## src/rtl/lfsr_prbs_check.sv

```systemverilog
// Self-synchronising PRBS checker paired with the lfsr_prbs generator.
// Locks onto the incoming word stream, then free-runs and counts bit errors.
module lfsr_prbs_check #(
    parameter int                    LFSR_WIDTH   = 31,
    parameter logic [LFSR_WIDTH-1:0] LFSR_POLY    = 31'h10000001,
    parameter                        LFSR_CONFIG  = "FIBONACCI",
    parameter bit                    REVERSE      = 1'b0,
    parameter int                    DATA_WIDTH   = 8,
    parameter int                    LOCK_COUNT   = 16,
    parameter int                    UNLOCK_COUNT = 4,
    parameter int                    COUNT_WIDTH  = 32
) (
    input  logic                   clk,
    input  logic                   rst,
    input  logic [DATA_WIDTH-1:0]  data_in,
    input  logic                   data_valid,
    input  logic                   count_clear,
    output logic [DATA_WIDTH-1:0]  err_bits,
    output logic                   err_valid,
    output logic                   locked,
    output logic [COUNT_WIDTH-1:0] error_count
);

    localparam int GW = $clog2(LOCK_COUNT + 1);
    localparam int BW = $clog2(UNLOCK_COUNT + 1);
    localparam int PW = $clog2(DATA_WIDTH + 1);
    localparam int SW = COUNT_WIDTH + PW;

    if (LFSR_CONFIG != "FIBONACCI") begin : g_bad_config
        $error("lfsr_prbs_check: only FIBONACCI configuration is supported");
    end
    if (DATA_WIDTH < 1 || DATA_WIDTH > LFSR_WIDTH) begin : g_bad_width
        $error("lfsr_prbs_check: DATA_WIDTH must be 1..LFSR_WIDTH");
    end
    if (LOCK_COUNT < 1 || UNLOCK_COUNT < 1) begin : g_bad_counts
        $error("lfsr_prbs_check: LOCK_COUNT and UNLOCK_COUNT must be >= 1");
    end

    typedef enum logic {
        SEARCH,
        LOCKED
    } state_t;

    state_t                 state_q, state_d;
    logic [LFSR_WIDTH-1:0]  hist_q, hist_d;
    logic [GW-1:0]          good_q, good_d;
    logic [BW-1:0]          bad_q, bad_d;
    logic [DATA_WIDTH-1:0]  err_bits_q, err_bits_d;
    logic                   err_valid_q, err_valid_d;
    logic                   locked_q, locked_d;
    logic [COUNT_WIDTH-1:0] count_q, count_d;

    logic [LFSR_WIDTH-1:0]  pred_s;
    logic [LFSR_WIDTH-1:0]  feed_s;
    logic [DATA_WIDTH-1:0]  expected;
    logic [DATA_WIDTH-1:0]  mismatch;
    logic [PW-1:0]          pop;
    logic [SW-1:0]          count_sum;
    logic                   fb;
    logic                   d_bit;

    // Unrolled prediction: pred_s free-runs the LFSR, feed_s absorbs the
    // received bits oldest-first so SEARCH can resynchronise.
    always_comb begin
        pred_s   = hist_q;
        feed_s   = hist_q;
        expected = '0;
        fb       = 1'b0;
        d_bit    = 1'b0;
        for (int i = 0; i < DATA_WIDTH; i++) begin
            fb = pred_s[LFSR_WIDTH-1];
            for (int j = 1; j < LFSR_WIDTH; j++) begin
                if (LFSR_POLY[j]) begin
                    fb = fb ^ pred_s[j-1];
                end
            end
            pred_s = {pred_s[LFSR_WIDTH-2:0], fb};
            if (REVERSE) begin
                expected[i] = fb;
                d_bit       = data_in[i];
            end else begin
                expected[DATA_WIDTH-1-i] = fb;
                d_bit                    = data_in[DATA_WIDTH-1-i];
            end
            feed_s = {feed_s[LFSR_WIDTH-2:0], d_bit};
        end
    end

    assign mismatch = data_in ^ expected;

    always_comb begin
        pop = '0;
        for (int i = 0; i < DATA_WIDTH; i++) begin
            pop = pop + PW'(mismatch[i]);
        end
    end

    assign count_sum = SW'(count_q) + SW'(pop);

    always_comb begin
        state_d     = state_q;
        hist_d      = hist_q;
        good_d      = good_q;
        bad_d       = bad_q;
        err_bits_d  = err_bits_q;
        err_valid_d = 1'b0;
        count_d     = count_q;
        if (data_valid) begin
            unique case (state_q)
                SEARCH: begin
                    hist_d = feed_s;
                    // All-zero data against an empty history must not lock.
                    if (mismatch != '0 ||
                        (data_in == '0 && hist_q == '0)) begin
                        good_d = '0;
                    end else if (good_q == GW'(LOCK_COUNT - 1)) begin
                        state_d = LOCKED;
                        good_d  = '0;
                        bad_d   = '0;
                    end else begin
                        good_d = good_q + GW'(1);
                    end
                end
                LOCKED: begin
                    hist_d      = pred_s;
                    err_bits_d  = mismatch;
                    err_valid_d = 1'b1;
                    if (|count_sum[SW-1:COUNT_WIDTH]) begin
                        count_d = '1;
                    end else begin
                        count_d = count_sum[COUNT_WIDTH-1:0];
                    end
                    if (mismatch == '0) begin
                        bad_d = '0;
                    end else if (bad_q == BW'(UNLOCK_COUNT - 1)) begin
                        state_d = SEARCH;
                        good_d  = '0;
                        bad_d   = '0;
                    end else begin
                        bad_d = bad_q + BW'(1);
                    end
                end
            endcase
        end
        if (count_clear) begin
            count_d = '0;
        end
        locked_d = (state_d == LOCKED);
    end

    always_ff @(posedge clk or posedge rst) begin
        if (rst) begin
            state_q     <= SEARCH;
            hist_q      <= '0;
            good_q      <= '0;
            bad_q       <= '0;
            err_bits_q  <= '0;
            err_valid_q <= 1'b0;
            locked_q    <= 1'b0;
            count_q     <= '0;
        end else begin
            state_q     <= state_d;
            hist_q      <= hist_d;
            good_q      <= good_d;
            bad_q       <= bad_d;
            err_bits_q  <= err_bits_d;
            err_valid_q <= err_valid_d;
            locked_q    <= locked_d;
            count_q     <= count_d;
        end
    end

    assign err_bits    = err_bits_q;
    assign err_valid   = err_valid_q;
    assign locked      = locked_q;
    assign error_count = count_q;

endmodule

```

## config.mk

```make
export PLATFORM = sky130hd
export DESIGN_NAME = lfsr_prbs_check
export DESIGN_NICKNAME = d
export VERILOG_FILES = /design/src/rtl/lfsr_prbs_check.sv
export SDC_FILE = /design/constraint.sdc
export NUM_CORES = 1
export LEC_CHECK = 0
export BUFFER_PORTS_ARGS = -buffer_cell sky130_fd_sc_hd__buf_2
export CORE_MARGIN = 10
export CORE_UTILIZATION = 45
export DETAILED_ROUTE_END_ITERATION = 8
export GPL_TIMING_DRIVEN = 0
export PLACE_DENSITY_LB_ADDON = 0.08
export SYNTH_ARGS = -nofsm -noshare
export SYNTH_HDL_FRONTEND = slang
export SYNTH_SLANG_ARGS = --single-unit
```

## constraint.sdc

```tcl
create_clock -name clk -period 9.54 [get_ports clk]
set_input_delay 0.954 -clock clk [delete_from_list [all_inputs] [get_ports clk]]
set_output_delay 0.954 -clock clk [all_outputs]
set_load 0.005 [all_outputs]
```

# After elaboration in Yosys (flattened, before gate mapping)
# Cells that the tools add are included.
dict set report word_totals {
  wordCells 68
  reg_bits 81
  out_inout_bits 42
  inputBits 12
}
dict set report op_classes {
  n_bitwise 10
  add_sub_neg 10
  eq_ne 6
  reduce_logical 13
  muxes 22
}
# cell count
set ops {}
lappend ops {{2-to-1 mux 32 bit} 4}
lappend ops {{one-hot mux 31 bit (2 select lines)} 1}
lappend ops {{adder 32 x 4 -> 33 bit} 1}
lappend ops {{logical NOT 31 bit} 1}
lappend ops {{2-to-1 mux 5 bit} 4}
lappend ops {{adder 4 x 1 -> 4 bit} 4}
lappend ops {{logical NOT 8 bit} 2}
lappend ops {{2-to-1 mux 3 bit} 4}
lappend ops {{one-hot mux 5 bit (2 select lines)} 1}
lappend ops {{nonzero test 8 bit} 1}
lappend ops {{bitwise XOR 1 bit} 8}
lappend ops {{bitwise XOR 8 bit} 1}
lappend ops {{2-to-1 mux 1 bit} 6}
lappend ops {{inequality test 2 bit (second input constant)} 3}
lappend ops {{one-hot mux 3 bit (2 select lines)} 1}
lappend ops {{AND reduction 3 bit} 2}
lappend ops {{adder 5 x 1 -> 5 bit (second input constant)} 1}
lappend ops {{== test 5 x 4 -> 1 bit (second input constant)} 1}
lappend ops {{adder 3 x 1 -> 4 bit} 1}
lappend ops {{AND reduction 2 bit} 2}
lappend ops {{nonzero test 2 bit} 2}
lappend ops {{OR reduction 4 bit} 1}
lappend ops {{adder 2 x 1 -> 3 bit} 1}
lappend ops {{adder 3 x 1 -> 3 bit (second input constant)} 1}
lappend ops {{other kinds (7)} 7}

# Longest topological paths before layout
# Gate-level depths: netlist of the first run.
dict set report logic_depth {
  depth_word 15
  ltp_mapped 15
  mapped_depth_nobuf 13
}

# Least setup slack after synthesis of the first run
# Ideal clock, no wire load.
dict set report synth_timing {
  path_kind {input to register}
  start {in data_in[2]}
  end {reg count_q[13] (netlist: error_count[13])}
  required_ns 9.417
  slack_ns 4.766
  setup_ns 0.123
  stages 12
  arrival_ns 4.651
  path_buffers 0
  cell_sequence {xor2_1 -> fa_1 -> fa_1 -> fa_1 -> fa_1 -> inv_1 -> fa_1 -> a21o_1 -> a21oi_1 -> nor4_1 -> or4_1 -> o221a_1}
}
dict set report synth_via {
  elab_chain_cells 13
}
# item line_no
set synth_rtl {}
lappend synth_rtl {{start, declared} 15} ;# input logic [DATA_WIDTH-1:0] data_in,
lappend synth_rtl {{bitwise XOR 8 bit (*)} 89} ;# assign mismatch = data_in ^ expected;
lappend synth_rtl {{adder 2 x 1 -> 3 bit (*)} 94} ;# pop = pop + PW'(mismatch[i]);
lappend synth_rtl {{adder 3 x 1 -> 4 bit (*)} 94}
lappend synth_rtl {{adder 4 x 1 -> 4 bit (*) (4 in a row)} 94}
lappend synth_rtl {{adder 32 x 4 -> 33 bit (*)} 98} ;# assign count_sum = SW'(count_q) + SW'(pop);
lappend synth_rtl {{OR reduction 4 bit} 128} ;# if (|count_sum[SW-1:COUNT_WIDTH]) begin
lappend synth_rtl {{2-to-1 mux 32 bit (*)} 128}
lappend synth_rtl {{2-to-1 mux 32 bit (*)} 109} ;# unique case (state_q)
lappend synth_rtl {{2-to-1 mux 32 bit (*)} 108} ;# if (data_valid) begin
lappend synth_rtl {{2-to-1 mux 32 bit (*)} 145} ;# if (count_clear) begin
lappend synth_rtl {{end signal, assigned} 169} ;# count_q <= count_d;
lappend synth_rtl {{end, declared} 51} ;# logic [COUNT_WIDTH-1:0] count_q, count_d;
# Every way passes the cells marked *; elsewhere a longest branch is shown, timed or not. The select of a mux whose other input is x is not followed.
# A chain may end at the register's enable or synchronous reset.

# Worst setup path in the final report of the first run
dict set report layout_timing {
  start {reg hist_q[25]}
  end {reg count_q[26] (netlist: error_count[26])}
}
dict set report layout_via {
  elab_chain_cells 14
  elab_cells_between_ends 15
  classes_between {7 x add/sub; 4 x mux; 3 x bitwise; 1 x reduce/logical}
}
# item line_no
set layout_rtl {}
lappend layout_rtl {{start, declared} 45} ;# logic [LFSR_WIDTH-1:0] hist_q, hist_d;
lappend layout_rtl {{start signal, assigned} 163} ;# hist_q <= hist_d;
lappend layout_rtl {{bitwise XOR 1 bit} 74} ;# fb = fb ^ pred_s[j-1];
lappend layout_rtl {{bitwise XOR 8 bit (*)} 89}
lappend layout_rtl {{adder 2 x 1 -> 3 bit} 94}
lappend layout_rtl {{adder 3 x 1 -> 4 bit} 94}
lappend layout_rtl {{adder 4 x 1 -> 4 bit} 94}
lappend layout_rtl {{adder 4 x 1 -> 4 bit (*) (3 in a row)} 94}
lappend layout_rtl {{adder 32 x 4 -> 33 bit (*)} 98}
lappend layout_rtl {{OR reduction 4 bit} 128}
lappend layout_rtl {{2-to-1 mux 32 bit (*)} 128}
lappend layout_rtl {{2-to-1 mux 32 bit (*)} 109}
lappend layout_rtl {{2-to-1 mux 32 bit (*)} 108}
lappend layout_rtl {{2-to-1 mux 32 bit (*)} 145}
# Marked as above.

==> summary.txt, run 1 <==
Clock network
  – CTS Buf Count: 9
  – # hold bufs at CTS: 0
  – Clk buf depth: 2
  – CTS tree: yes
  – Sink Count: just over 80
  – Post-CTS sizing: 0
  – Htree depth: 3
  – Clk_lat worst skew: about 370 ps
  – Clock transition at path regs: 90 ps
  – CTS root buffer: clkbuf_8
  – Setup Fix Bufs, Post-CTS: 0

Final layout
  – Fin area: between 5000 and 6000 sq um
  – Layout area overhead: 14.7%
  – FF/Latch Area: 2030 sq um
  – Footprint of the multi-input gates: 2340 sq um
  – Final nets: 519
  – N_diodes: 0
  – Layout cells sized above 1: 0.251
  – Filler instances: 947

Hold path
  – HP Class: reg -> reg
  – Cells on Worst Hold Path: 2
  – Hold path startpoint: err_bits[3]$_DFFE_PP0P_
  – Hold path endpoint: err_bits[3]$_DFFE_PP0P_

Placement
  – DP Wirelength: 8990 um
  – Routability cong.: 0.853
  – Setup WS pre-CTS: roughly 3800 ps
  – DP Area: 5030 sq um
  – Port Buffers: 53

Floorplan
  – Die Span X: 121 um
  – Die area: around 15000 sq um
  – FP Rows: 36
  – Initial Util: 0.466
  – Core outline area: about 9800 sq um
  – Die extent in y: 121 um
  – # IOs: 54

Worst setup path
  – Critical Path RT: slightly below 10000 ps
  – Crit path max-delay family: adder cells
  – Max incr delay on CP: about 530 ps
  – Critical-path cell list: buf_2 -> xnor2_1 -> xor2_1 -> fa_1 -> fa_1 -> fa_1 -> fa_1 -> inv_1 -> fa_1 -> a21o_1 -> a21oi_1 -> clkbuf_1 -> nor3_1 -> nor2b_1 -> a311oi_1
  – CP Buf/Inv Count: 3
  – Reg2reg start: hist_q[25]$_DFFE_PP0P_
  – Worst Setup Path Type: reg -> reg
  – Worst R2R Setup Slack: 4310 ps
  – Most used cell along the critical path: fa_1
  – Crit. End Element: register
  – Critical Path Start Type: register
  – Worst path slowest cell: fa_1
  – R2R depth: 15
  – Worst Path Max Fanout: 10
  – Worst r2r dst: error_count[26]$_DFFE_PP0P_
  – CP arrival: roughly 5500 ps

Route
  – Met1 wire length: between 6000 and 7000 um
  – First-pass detailed-route iteration total: 5
  – DR WL/cell: 19.6 um
  – Final WL: 12400 um
  – Total number of vias: 3791
  – Routed wl met2: about 5600 um
  – Drt via density: 6.00
  – Uppermost layer routed: met4
  – Post-DRT Antenna Nets: 0
  – DR WL met3: 546 um
  – # DRC: 0
  – DRT iter0 DRCs: 302

GRT
  – Initial antenna violation count: 0
  – Grt total ovfl: 0
  – Global Route Usage Sum: 0.176
  – Largest net degree at the start of global routing: 63
  – First-pass GRT wire length: 20500 um
  – Vias in the first global route: 3758

Job
  – Max-cap violations: 0

Timing
  – Final Hold Fails: 0
  – Rel. slew slack: 0.380
  – Hold_ws: 485 ps
  – Count of final setup violators: 0
  – Clk_skew: 13.3 ps
  – Slew Limit Fails: 0
  – RSZ-0062 raised after global routing: no
  – Worst Max-Slew Pin Slew: 923 ps
  – Min cycle time layout: 5230 ps
  – Fmax: 191 MHz
  – Tcrit/Tclk final: 0.548
  – Setup WS post-layout: approximately 4300 ps
  – Sum of negative setup slack: 0 ps

Power and ir drop
  – PD cells: between 150 and 200 nW/um^2
  – Pleak: 2.43 nW
  – Overall power: 0.000928 W
  – Maximum VDD drop: 0.157 mV

Synthesis
  – Post-synth cell types: 65
  – Post-synthesis net count: ~450
  – Sequential area share after synthesis: 0.443
  – Total of warnings raised by yosys: 0
  – Post-Synthesis Cells: 429
  – Primary FF master, synth: dfrtp_1
  – Avg Cell Area, Syn: 10.7 sq um
  – Post-synth EDFFs: 0
  – Synthesized cell area: 4570 sq um
  – Post-synthesis register bit count: 81
  – Ys async rst share: 1.00

Run status
  – Status: finished, final reports clean
[final cells by class]
class,instances,share of cell area
Inverter,17,0.0126
Tap cell,133,0.0317
Clock buffer,11,0.0270
Multi-Input combinational cell,303,0.447
Clock inverter,5,0.0119
Buffer,28,0.0274
Timing Repair Buffer,54,0.0558
Sequential cell,81,0.386
[cells in the mapped netlist, types with 11 or more instances]
library cell,number,share of area
a21oi_1,20,0.022
nor4_1,13,0.018
clkbuf_1,13,0.011
dfrtp_1,81,0.44
inv_1,17,0.014
nand2_1,19,0.016
a211oi_1,11,0.018
mux2_2,23,0.057
a21o_1,11,0.018
nor2_1,25,0.021
nand3_1,15,0.016
o21ai_0,20,0.022
[how the worst max path moves through the flow]
stage	startpoint	end	slack [ps]	depth (start not counted)
after floorplan	data_in[2]	error_count[13]$_DFFE_PP0P_	4770	12
after global placement	data_in[2]	error_count[25]$_DFFE_PP0P_	3840	13
after CTS	hist_q[25]$_DFFE_PP0P_	error_count[25]$_DFFE_PP0P_	4120	14
after global routing	hist_q[25]$_DFFE_PP0P_	error_count[26]$_DFFE_PP0P_	4020	15
after detailed placement	data_in[2]	error_count[25]$_DFFE_PP0P_	3840	13
final	hist_q[25]$_DFFE_PP0P_	error_count[26]$_DFFE_PP0P_	4310	15
[where the power goes]
part	switching [W]	total (W)	internal (W)
logic	0.000148	0.000275	0.000127
clock network	0.000138	0.000268	0.000130
registers	0.0000218	0.000385	0.000364
[registers in the layout, indices dropped and copies added, names as in the netlist]
| register | count |
|---|---|
| bad_q | 3 |
| err_bits | 8 |
| err_valid | 1 |
| error_count | 32 |
| good_q | 5 |
| hist_q | 31 |
| locked | 1 |
[metal layers]
metal,track usage,vias up
met5,0,-
met4,0.0649,0
met3,0.0298,11
met2,0.255,108
met1,0.255,1919
li1,-,1753
[worst reg2reg max path: stages (launching register included)]
cell and delay [ps]:
dfrtp_1 360, buf_2 160, xnor2_1 270, xor2_1 480
fa_1 530, fa_1 460, fa_1 510, fa_1 190
inv_1 50, fa_1 410, a21o_1 200, a21oi_1 360
clkbuf_1 440, nor3_1 200, nor2b_1 210, a311oi_1 300
[cell families (layout without fill, tap and decap cells)]
| logic type | count (synthesis) | after routing | synth area share |
|---|---|---|---|
| AO/OA/AOI/OAI | 118 | 118 | 0.193 |
| XOR/XNOR | 19 | 19 | 0.0484 |
| adder cells (fa/ha/maj) | 13 | 13 | 0.0438 |
| buffers and inverters | 45 | 115 | 0.0454 |
| flip-flops | 81 | 81 | 0.443 |
| multiplexers | 24 | 24 | 0.0588 |
| AND/OR/NAND/NOR | 129 | 129 | 0.168 |
[cells in the final DEF (no fill, tap or decap), types with 12 or more instances in the layout]
| master | count |
|---|---|
| clkbuf_1 | 14 |
| a21oi_1 | 20 |
| buf_2 | 60 |
| nand3_1 | 15 |
| nor2_1 | 25 |
| inv_1 | 16 |
| nand2_1 | 19 |
| dfrtp_1 | 81 |
| nor4_1 | 12 |
| o21ai_0 | 20 |
| mux2_2 | 23 |
[stage by stage]
stage,util,cells
CTS,0.534,632
finish,0.534,632
global placement,0.510,615
detailed placement,0.513,616
floorplan,-,429
global route,0.534,632
Note: power is estimated with default switching activity, not from simulation.
==> run 2, diff against run 1 <==
- ABC_AREA: default -> 1
- clock period: 9.54 -> 5.28 ns (I/O delays scaled with it)
==> run 2 against run 1 <==
Compared with the run above: global-route usage increased by 1.3 points; via count increased by 27%; critical path depth increased by 5.
==> summary.txt, run 2 <==
Final layout
  – Commonest non-fill, non-tap cells in the layout: nand2_1, dfrtp_1, inv_1
  – Final nets: 772
  – Layout cells sized above 1: 0.116
  – Max FFs per register: 32
  – N_diodes: 0
  – Commonest non-fill, non-tap cell in the layout: nand2_1
  – FF/Latch Area: 2030 sq um
  – Core Util, Final: 0.530
  – Layout area overhead: 13.7%
  – Footprint of the multi-input gates: 2480 sq um
  – Fin area: roughly 5500 sq um
  – Filler instances: 1043

Route
  – First-pass detailed-route iteration total: 5
  – Total number of vias: 4833
  – # DRC: 0
  – Final WL: 14200 um
  – Drt via density: 5.44
  – DRT iter0 DRCs: 546
  – Post-DRT Antenna Nets: 0
  – DR WL/cell: around 16 um

Timing
  – Fmax: 218 MHz
  – Sum of negative setup slack: 0 ps
  – Tcrit/Tclk final: 0.869
  – Slew Limit Fails: 0
  – Min cycle time layout: approximately 4600 ps
  – RSZ-0062 raised after global routing: no
  – Worst Max-Slew Pin Slew: 660 ps
  – Rel. slew slack: 0.560
  – Final Hold Fails: 0
  – Count of final setup violators: 0
  – Hold_ws: around 200 ps
  – Clk_skew: 9.08 ps

Worst setup path
  – Max incr delay on CP: 530 ps
  – Worst r2r dst: error_count[25]$_DFFE_PP0P_
  – Critical Path Start Type: register
  – Critical-path cell list: inv_1 -> nand2_1 -> nand2_1 -> nand2_1 -> nand2_1 -> inv_1 -> fa_1 -> fa_1 -> fa_1 -> fa_1 -> inv_1 -> fa_1 -> nand3_1 -> nand2_1 -> nand3_1 -> nor2_4 -> nand4_2 -> nand3_1 -> nand2_1 -> nand2_1
  – CP Buf/Inv Count: 3
  – Crit path max-delay family: adder cells
  – Reg2reg start: hist_q[25]$_DFFE_PP0P_
  – Worst Setup Path Type: reg -> reg
  – Most used cell along the critical path: nand2_1
  – Worst R2R Setup Slack: 690 ps
  – CP arrival: 4900 ps
  – Critical Path RT: 5590 ps
  – Worst path slowest cell: fa_1
  – R2R depth: 20
  – Worst Path Max Fanout: 9
  – Crit. End Element: register

Synthesis
  – Total of warnings raised by yosys: 0
  – Post-synthesis register bit count: 81
  – Synthesized cell area: about 4900 sq um
  – Post-synth top cells: nand2_1, dfrtp_1, inv_1, nand3_1, nor2_1
  – Primary FF master, synth: dfrtp_1
  – Post-Synthesis Cells: approximately 680
  – Leading cell type by number of instances after synthesis: nand2_1
  – Top cell type's share of synthesized area: 0.417
  – Post-synthesis net count: slightly above 700
  – Post-synth EDFFs: 0
  – Synth top area cells: dfrtp_1, nand2_1, nand3_1
  – Cell taking the most area after synthesis: dfrtp_1
  – Post-synth cell types: 30
  – Avg Cell Area, Syn: 7.11 sq um
  – Ys async rst share: 1.00
  – Sequential area share after synthesis: 0.417

Clock network
  – Clock transition at path regs: 90 ps
  – Sink Count: ~80
  – Clk_lat worst skew: 360 ps
  – CTS root buffer: clkbuf_8
  – # hold bufs at CTS: 0
  – Clk buf depth: 2
  – CTS Buf Count: 9
  – Htree depth: 3
  – Post-CTS sizing: 0
  – Setup Fix Bufs, Post-CTS: 0
  – CTS tree: yes

GRT
  – First-pass GRT wire length: approximately 23000 um
  – Vias in the first global route: 4486
  – Initial antenna violation count: 0
  – Largest net degree at the start of global routing: 45
  – Global Route Usage Sum: 0.189
  – Grt total ovfl: 0

Run status
  – Status: finished, final reports clean

Power and ir drop
  – PD cells: 378 nW/um^2
  – Pleak: between 2 and 3 nW
  – Maximum VDD drop: 0.260 mV

Floorplan
  – FP Rows: 37
  – Die Span X: 124 um
  – Die area: between 15000 and 20000 sq um
  – Initial Util: 0.466
  – # IOs: 54
  – Die extent in y: 124 um
  – Core outline area: 10400 sq um

Hold path
  – HP Class: in -> async

Placement
  – Port Buffers: 52
  – Routability cong.: 0.956
  – DP Wirelength: 10800 um
  – DP Area: around 5300 sq um

Job
  – Max-cap violations: 0
[run 2: per-stage QoR]
| stage | std cells | power [W] | setup WS [ps] |
|---|---|---|---|
| 3_3_place_gp | 871 | 0.00159 | 784 |
| 2_1_floorplan | 683 | 0.00135 | 1460 |
| 3_5_place_dp | 872 | 0.00161 | 701 |
| 4_1_cts | 888 | 0.00211 | 707 |
| 5_1_grt | 888 | 0.00227 | 335 |
| 6_report | 888 | 0.00209 | 690 |
[run 2: worst register-to-register path: cells and delay by family (launching register included)]
family / cells / cell delay, ps
adder cells (fa/ha/maj): 5 / 2060
buffers and inverters: 3 / 330
flip-flops: 1 / 410
AND/OR/NAND/NOR: 12 / 1720
[run 2: metal layers]
metal,wire (um),global-route usage
met1,6710,0.274
met5,0,0
met2,6250,0.276
met4,178,0.0619
met3,1110,0.0367
[run 2: report_power, final]
part / leakage, nW / switching, W / total, W / internal [W]
logic: 1.62 / 0.000500 / 0.000783 / 0.000283
clock network: 0.100 / 0.000249 / 0.000484 / 0.000235
registers: 1.05 / 0.0000839 / 0.000820 / 0.000736
[run 2: layout make-up]
cell class / instances / area share
Timing Repair Buffer: 53 / 0.0521
Multi-Input combinational cell: 511 / 0.449
Tap cell: 136 / 0.0308
Inverter: 72 / 0.0494
Clock buffer: 11 / 0.0256
Clock inverter: 5 / 0.0116
Buffer: 19 / 0.0140
Sequential cell: 81 / 0.367
[run 2: logic make-up (layout without fill, tap and decap cells)]
kind of cell               count (synthesis)  after routing  share of synthesized area
AOI/OAI and AO/OA                         99             99                      0.108
xor gates and xnor gates                   8              8                     0.0144
adders and majority gates                 13             13                     0.0412
buffers and inverters                     91            160                     0.0716
DFF                                       81             81                      0.417
and+or+nand+nor                          391            391                      0.347
[run 2: worst max path at each step]
| stage | startpoint | to | depth (start not counted) |
|---|---|---|---|
| floorplan | hist_q[25]$_DFFE_PP0P_ | error_count[28]$_DFFE_PP0P_ | 21 |
| global placement | data_in[2] | error_count[25]$_DFFE_PP0P_ | 19 |
| detailed placement | data_in[2] | error_count[19]$_DFFE_PP0P_ | 19 |
| CTS | hist_q[25]$_DFFE_PP0P_ | error_count[19]$_DFFE_PP0P_ | 20 |
| global route | hist_q[25]$_DFFE_PP0P_ | error_count[6]$_DFFE_PP0P_ | 20 |
| finish | hist_q[25]$_DFFE_PP0P_ | error_count[25]$_DFFE_PP0P_ | 20 |
